===== src/rtl/uart_rx_cfg.sv =====
// Parametrised UART receiver: configurable data width, parity and stop bits,
// 2-flop input synchroniser, false-start rejection, parity/framing/break flags.
module uart_rx_cfg #(
    parameter int CLOCKS_PER_BIT = 10416,
    parameter int DATA_BITS      = 8,
    parameter int PARITY_MODE    = 0,
    parameter int STOP_BITS      = 1
) (
    input  logic                 i_Clock,
    input  logic                 i_Rst_L,
    input  logic                 i_RX_Serial,
    output logic                 o_RX_DV,
    output logic [DATA_BITS-1:0] o_RX_Byte,
    output logic                 o_Parity_Err,
    output logic                 o_Frame_Err,
    output logic                 o_Break,
    output logic                 o_Busy
);
    localparam int CNT_W = $clog2(CLOCKS_PER_BIT);
    localparam int IDX_W = $clog2(DATA_BITS + 1);
    localparam logic [CNT_W-1:0] HALF_C    = CNT_W'((CLOCKS_PER_BIT - 1) / 2);
    localparam logic [CNT_W-1:0] LAST_C    = CNT_W'(CLOCKS_PER_BIT - 1);
    localparam logic [IDX_W-1:0] LAST_DATA = IDX_W'(DATA_BITS - 1);
    localparam logic [IDX_W-1:0] LAST_STOP = IDX_W'(STOP_BITS - 1);
    localparam bit               HAS_PAR   = (PARITY_MODE != 0);

    generate
        if (CLOCKS_PER_BIT < 4) begin : g_bad_cpb
            $error("uart_rx_cfg: CLOCKS_PER_BIT must be >= 4");
        end
        if (DATA_BITS < 5 || DATA_BITS > 9) begin : g_bad_data
            $error("uart_rx_cfg: DATA_BITS must be 5..9");
        end
        if (PARITY_MODE < 0 || PARITY_MODE > 2) begin : g_bad_par
            $error("uart_rx_cfg: PARITY_MODE must be 0, 1 or 2");
        end
        if (STOP_BITS < 1 || STOP_BITS > 2) begin : g_bad_stop
            $error("uart_rx_cfg: STOP_BITS must be 1 or 2");
        end
    endgenerate

    typedef enum logic [2:0] {
        S_IDLE, S_START, S_DATA, S_PARITY, S_STOP, S_BRK_WAIT
    } state_t;

    state_t               state_q, state_d;
    logic                 sync1_q, sync1_d, sync2_q, sync2_d;
    logic [CNT_W-1:0]     cnt_q, cnt_d;
    logic [IDX_W-1:0]     idx_q, idx_d;
    logic [DATA_BITS-1:0] shift_q, shift_d;
    logic                 par_bit_q, par_bit_d;
    logic                 frm_q, frm_d;
    logic                 brk_cand_q, brk_cand_d;
    logic                 dv_q, dv_d;
    logic [DATA_BITS-1:0] byte_q, byte_d;
    logic                 perr_q, perr_d;
    logic                 ferr_q, ferr_d;
    logic                 brk_q, brk_d;
    logic                 r_rx;
    logic                 par_zero;

    function automatic logic parity_error(input logic [DATA_BITS-1:0] data, input logic pbit);
        logic x;
        x = (^data) ^ pbit;
        if (PARITY_MODE == 2) return x;
        if (PARITY_MODE == 1) return !x;
        return 1'b0;
    endfunction

    assign r_rx     = sync2_q;
    assign par_zero = !HAS_PAR || !par_bit_q;

    always_comb begin
        state_d    = state_q;
        sync1_d    = i_RX_Serial;
        sync2_d    = sync1_q;
        cnt_d      = cnt_q;
        idx_d      = idx_q;
        shift_d    = shift_q;
        par_bit_d  = par_bit_q;
        frm_d      = frm_q;
        brk_cand_d = brk_cand_q;
        dv_d       = 1'b0;
        byte_d     = byte_q;
        perr_d     = perr_q;
        ferr_d     = ferr_q;
        brk_d      = brk_q;
        case (state_q)
            S_IDLE: begin
                cnt_d = '0;
                idx_d = '0;
                if (!r_rx) state_d = S_START;
            end
            S_START: begin
                if (cnt_q == HALF_C) begin
                    cnt_d      = '0;
                    idx_d      = '0;
                    frm_d      = 1'b0;
                    brk_cand_d = 1'b0;
                    state_d    = r_rx ? S_IDLE : S_DATA;
                end else begin
                    cnt_d = cnt_q + 1'b1;
                end
            end
            S_DATA: begin
                if (cnt_q == LAST_C) begin
                    cnt_d   = '0;
                    // LSB arrives first, so shifting right leaves it in bit 0.
                    shift_d = {r_rx, shift_q[DATA_BITS-1:1]};
                    if (idx_q == LAST_DATA) begin
                        idx_d   = '0;
                        state_d = HAS_PAR ? S_PARITY : S_STOP;
                    end else begin
                        idx_d = idx_q + 1'b1;
                    end
                end else begin
                    cnt_d = cnt_q + 1'b1;
                end
            end
            S_PARITY: begin
                if (cnt_q == LAST_C) begin
                    cnt_d     = '0;
                    par_bit_d = r_rx;
                    state_d   = S_STOP;
                end else begin
                    cnt_d = cnt_q + 1'b1;
                end
            end
            S_STOP: begin
                if (cnt_q == LAST_C) begin
                    cnt_d = '0;
                    frm_d = frm_q | ~r_rx;
                    // Break is judged on the first stop bit; DV still waits for the last one.
                    if (idx_q == '0) brk_cand_d = (shift_q == '0) && par_zero && !r_rx;
                    if (idx_q == LAST_STOP) begin
                        dv_d    = 1'b1;
                        byte_d  = shift_q;
                        perr_d  = parity_error(shift_q, par_bit_q);
                        ferr_d  = frm_d;
                        brk_d   = brk_cand_d;
                        idx_d   = '0;
                        state_d = brk_cand_d ? S_BRK_WAIT : S_IDLE;
                    end else begin
                        idx_d = idx_q + 1'b1;
                    end
                end else begin
                    cnt_d = cnt_q + 1'b1;
                end
            end
            S_BRK_WAIT: begin
                cnt_d = '0;
                idx_d = '0;
                if (r_rx) state_d = S_IDLE;
            end
            default: state_d = S_IDLE;
        endcase
    end

    always_ff @(posedge i_Clock) begin
        if (!i_Rst_L) begin
            state_q    <= S_IDLE;
            sync1_q    <= 1'b1;
            sync2_q    <= 1'b1;
            cnt_q      <= '0;
            idx_q      <= '0;
            shift_q    <= '0;
            par_bit_q  <= 1'b0;
            frm_q      <= 1'b0;
            brk_cand_q <= 1'b0;
            dv_q       <= 1'b0;
            byte_q     <= '0;
            perr_q     <= 1'b0;
            ferr_q     <= 1'b0;
            brk_q      <= 1'b0;
        end else begin
            state_q    <= state_d;
            sync1_q    <= sync1_d;
            sync2_q    <= sync2_d;
            cnt_q      <= cnt_d;
            idx_q      <= idx_d;
            shift_q    <= shift_d;
            par_bit_q  <= par_bit_d;
            frm_q      <= frm_d;
            brk_cand_q <= brk_cand_d;
            dv_q       <= dv_d;
            byte_q     <= byte_d;
            perr_q     <= perr_d;
            ferr_q     <= ferr_d;
            brk_q      <= brk_d;
        end
    end

    assign o_RX_DV      = dv_q;
    assign o_RX_Byte    = byte_q;
    assign o_Parity_Err = perr_q;
    assign o_Frame_Err  = ferr_q;
    assign o_Break      = brk_q;
    assign o_Busy       = (state_q != S_IDLE);

endmodule

===== config.mk =====
export PLATFORM = sky130hd
export DESIGN_NAME = uart_rx_cfg
export DESIGN_NICKNAME = d
export VERILOG_FILES = /design/src/rtl/uart_rx_cfg.sv
export SDC_FILE = /design/constraint.sdc
export NUM_CORES = 1
export LEC_CHECK = 0
export ABC_AREA = 1
export BUFFER_PORTS_ARGS = -buffer_cell sky130_fd_sc_hd__clkbuf_2
export CAP_MARGIN = 20
export CORE_UTILIZATION = 57
export CTS_CLUSTER_SIZE = 24
export DETAILED_ROUTE_END_ITERATION = 10
export PLACE_DENSITY = 0.76
export SLEW_MARGIN = 20
export SYNTH_ARGS = -nofsm -noshare
export SYNTH_HDL_FRONTEND = slang
export SYNTH_SLANG_ARGS = --single-unit

===== constraint.sdc =====
create_clock -name i_Clock -period 4.6 [get_ports i_Clock]
set_clock_uncertainty 0.1 [all_clocks]
set_input_delay 0.69 -clock i_Clock [delete_from_list [all_inputs] [get_ports i_Clock]]
set_output_delay 0.69 -clock i_Clock [all_outputs]
set_load 0.02 [all_outputs]

# Word-level counts from Yosys, hierarchy flattened
# Index checks and enable logic that the tools add are counted.
[op_classes]
addsub = 2
multipliers = 0
n_div = 0
n_lt_le_gt_ge = 0
eq_ne = 16
shift = 0
mux = 29
bitwise_logic = 2
n_reduce_logical = 17
[ops]
columns = ["cell", "count"]
rows = [
  ["14-bit case mux with 3 select lines", 1],
  ["14-bit two-way mux", 2],
  ["3-bit two-way mux", 9],
  ["4-bit two-way mux", 5],
  ["3-bit case mux with 6 select lines", 1],
  ["2-bit inequality test, second input constant", 8],
  ["4-bit case mux with 4 select lines", 1],
  ["14-bit by 1-bit adder with 14-bit output, second input constant", 1],
  ["14-bit by 13-bit equality test with 1-bit output, second input constant", 1],
  ["14-bit equality test, second input constant", 1],
  ["3-bit AND reduction", 3],
  ["8-bit zero test", 1],
  ["8-bit AND reduction", 1],
  ["1-bit two-way mux", 7],
  ["3-bit by 2-bit equality test with 1-bit output, second input constant", 2],
  ["3-bit equality test, second input constant", 2],
  ["3-bit nonzero test", 2],
  ["4-bit by 1-bit adder with 4-bit output, second input constant", 1],
  ["4-bit by 3-bit equality test with 1-bit output, second input constant", 1],
  ["4-bit zero test", 1],
  ["1-bit case mux with 2 select lines", 2],
  ["4-bit AND reduction", 1],
  ["4-bit nonzero test", 1],
  ["3-bit by 1-bit equality test with 1-bit output, second input constant", 1],
  ["10 further kinds", 10],
]
[word_totals]
regBits = 44
latch_bits = 0
ramBits = 0
mem_bits_ro = 0
in_bits = 3
mem_count = 0

# Depth between registers and ports, before layout
[logic_depth]
ltp_word = 9
depth_mapped = 13
mapped_depth_nobuf = 13

# Least setup slack after synthesis
# OpenSTA, ideal clock, no wires.
[synth_path]
path_kind = "register to register"
from = "reg cnt_q[0]"
to = "reg cnt_q[9]"
setup_ps = 115
arrival_ps = 1391
t_required_ps = 4385
slack_ps = 2995
stages_incl_launch_ff = 10
n_path_buf = 1
synth_period_minus_slack_ps = 1605
cell_sequence = "dfxtp_1 -> ha_1 -> nand3_1 -> nor2_1 -> nand2_1 -> nand2_1 -> nand2_2 -> o21ai_4 -> buf_6 -> nor2_1"
[synth_via]
elab_chain_len = 3
elab_cells_between_ends = 6
classes_between = "1 x add/sub; 2 x eq/ne; 3 x mux"
[synth_lines]
columns = ["item", "line_no", "text"]
rows = [
  ["start, declared", "48", "logic [CNT_W-1:0] cnt_q, cnt_d;"],
  ["start signal, assigned", "179", "cnt_q <= cnt_d;"],
  ["14-bit by 1-bit adder with 14-bit output, or another cell as far along", "--", ""],
  ["14-bit two-way mux, on equally long branches", "--", ""],
  ["14-bit case mux with 3 select lines (*)", "88", "case (state_q)"],
]
# Mark *: on every way between the ends. The rest lies on a longest branch, timed or not.
# A chain may end at the register's enable or synchronous reset.

# Worst setup path in the final report
[layout_path]
from = "reg cnt_q[0]"
to = "reg ferr_q, in the netlist o_Frame_Err"
[layout_via]
elab_chain_len = 2
[layout_lines]
columns = ["item", "line_no", "text"]
rows = [
  ["14-bit equality test", "130", "if (cnt_q == LAST_C) begin"],
  ["3-bit AND reduction (no source line)", "--", ""],
  ["end signal, assigned", "188", "ferr_q <= ferr_d;"],
  ["end, declared", "57", "logic ferr_q, ferr_d;"],
]
# Every way passes these cells.

==> impl_metrics.py <==
metrics = {
    "status": {
        "outcome": "finished clean",
    },
    "synth": {
        "ys_ff_latch": 44,
        "syn-cell-area_um2": 2140,
        "yosys-top-cells-area": "dfxtp_1 (41%), nor2_1 (11%), nand2_1 (10%)",
        "ys_warn_count": 0,
        "synth_area_per_cell_um2": 6.92,
        "synth_most_common_cell": "nor2_1",
        "syn_inst": 309,
        "synthFlopType": "dfxtp_1",
        "synth_edf_count": 0,
        "seq_area_frac_synth_pct": 41.2,
        "yosysTopAreaCellShare_pct": 41.2,
        "ys_top_cells_by_count": "nor2_1 (62), nand2_1 (59), dfxtp_1 (44)",
        "async_reset_ff_share_pct": 0,
        "ys_types": 33,
        "syn_nets": 315,
        "synth_top_cell_by_area": "dfxtp_1",
    },
    "clocking": {
        "clkLatencyLatePin_ns": 0.29,
        "hold_buffers": 0,
        "cts_sinks": 44,
        "cts_buffers": 5,
        "postCtsSetupBuffers": 0,
        "htreeDepth": 2,
        "cts-root-buf": "clkbuf_8",
        "cts.clk_slew.worst_paths_ns": 0.07,
        "cts_buffer_depth": 2,
        "post_cts_resized": 0,
        "cts_tree": "built",
    },
    "sta": {
        "hold-worst-slack_ns": 0.314,
        "fmax_ghz": 0.475,
        "rsz0062_at_grt": "no",
        "slew_headroom_pct": 60.0,
        "final_max_slew_viol_count": 0,
        "finalSetupViolations": 0,
        "final_hold_viol_count": 0,
        "tns_ns": 0,
        "fin_crit_sh_pct": 45.8,
        "worst_pin_slew_ns": 0.593,
        "fin_crit_ns": 2.11,
    },
    "floorplanning": {
        "die_w_um": 63.3,
        "start_util_pct": 61.7,
        "rows": 21,
        "die_area_um2": 4000,
        "core_um2": 3470,
        "io_pins": 16,
        "die_h_um": 63.3,
    },
    "power": {
        "irDropWorstVdd_mv": 0.340,
        "p_per_area_nw_per_um2": 411,
        "p_leak_nw": 0.986,
        "p_total_uw": 941,
    },
    "finish": {
        "fin_util_pct": 66.1,
        "drive_above_1_share_pct": 12.1,
        "n_antenna_cell": 0,
        "fin_nets": 328,
        "num-fill-cells": 340,
        "area_delta_synth_final_pct": 7.20,
    },
    "routing": {
        "vias": 1833,
        "first_pass_iters": 4,
        "wl_met3_um": 133,
        "drtAntennaViolNets": 0,
        "drc": 0,
        "top_layer": "met4",
        "wl_per_cell_um": 10.7,
        "drt-initial-drc-count": 108,
        "wirelength_um": 3930,
        "met1_length_um": 2080,
        "wl_met2_um": 1660,
        "via_per_inst": 4.98,
    },
    "global_routing": {
        "grt_pass1_vias": 1611,
        "grt_util_all_layers_pct": 21.6,
        "antenna_found_initial": 0,
        "grt_max_degree": 23,
        "grt_pass1_wl_um": 6890,
        "grt_overflow_total": 0,
    },
    "min_path": {
        "holdCritPathClass": "reg -> reg",
    },
    "setup_path": {
        "cp.arrival_ns": 2.19,
        "start_kind": "flip-flop",
        "cp.required_ns": 4.68,
        "crit_type": "reg -> reg",
        "end_kind": "flip-flop",
        "cp_max_fo": 11,
    },
    "placed_design": {
        "portBuffers": 14,
        "place.gp.congestion": 0.860,
        "dpl.hpwl_um": 2900,
    },
    "run": {
        "max_cap_violations": 0,
    },
}
[flip-flops by register name, indices dropped and copies added (netlist names)]
register     flops
cnt_q           14
o_RX_Byte        8
shift_q          8
idx_q            4
state_q          3
brk_cand_q       1
frm_q            1
o_Break          1
o_Frame_Err      1
o_RX_DV          1
r_rx             1
sync1_q          1
[report_power, final]
group	leakage (nW)	internal (mW)	total [mW]	switching, mW
Sequential	0.356	0.405	0.433	0.0284
Clock	0.0410	0.103	0.222	0.119
Combinational	0.589	0.0892	0.286	0.197
Total	0.986	0.597	0.941	0.344
[metrics by stage]
step                setup WS [ns]  instance area, µm²  cells
CTS                          2.48                2290    368
detailed placement           2.51                2210    361
global route                 2.23                2290    368
finish                       2.49                2290    368
floorplan                    2.99                2140    309
global placement             2.59                2210    361
[final timing paths]
path              cells after the start  startpoint  slack [ns]           to
setup / recovery                      9    cnt_q[0]        2.49  o_Frame_Err
hold / removal                        1     sync1_q        0.31         r_rx
setup reg to reg                      9    cnt_q[0]        2.49  o_Frame_Err
hold reg to reg                       1     sync1_q        0.31         r_rx
[layout by cell type (no fill, tap or decap), types with 2 or more instances in the layout]
cell and instances:
a21oi_1 15, clkbuf_2 14, clkbuf_8 5, clkinv_1 2
dfxtp_1 44, ha_1 3, inv_1 31, inv_2 4
nand2_1 59, nand2_2 3, nand3_1 15, nand4_1 5
nor2_1 62, nor2_2 2, nor3_1 8, o21ai_0 24
or2_2 4, xnor2_1 2, xor2_1 6
[metal layers]
metal	global-route usage [%]	vias to the layer above
li1	-	994
met1	29.9	803
met2	32.7	31
met3	4.35	5
met4	8.52	0
met5	0	-
[logic make-up after synthesis]
group           after synthesis  share of synthesized area, %
flops                        44                          41.2
other cells                   1                         0.175
compound gates               44                          11.3
fa+ha+maj                     3                          1.76
xor+xnor                      8                          3.28
buf+inv                      45                          8.89
simple gates                164                          33.4
[critical path, cell delays in order (launching register included)]
cell and delay, ns:
dfxtp_1 0.34, ha_1 0.22, nand3_1 0.16, nor2_1 0.07, nand2_1 0.12, inv_1 0.08, nand3b_1 0.30, clkinv_1 0.33
o21ai_0 0.23, nor2_1 0.05
[final cells by class]
type	instances	area, µm²	area share, %
flip-flops and latches	44	881	38.4
repair buffers	14	70.1	3.06
clock buffers	6	72.6	3.17
well taps	46	57.6	2.51
inverters	37	139	6.06
clock inverters	1	5.00	0.218
multi-input cells	220	1070	46.6
Power figures use the tool's default switching activity.
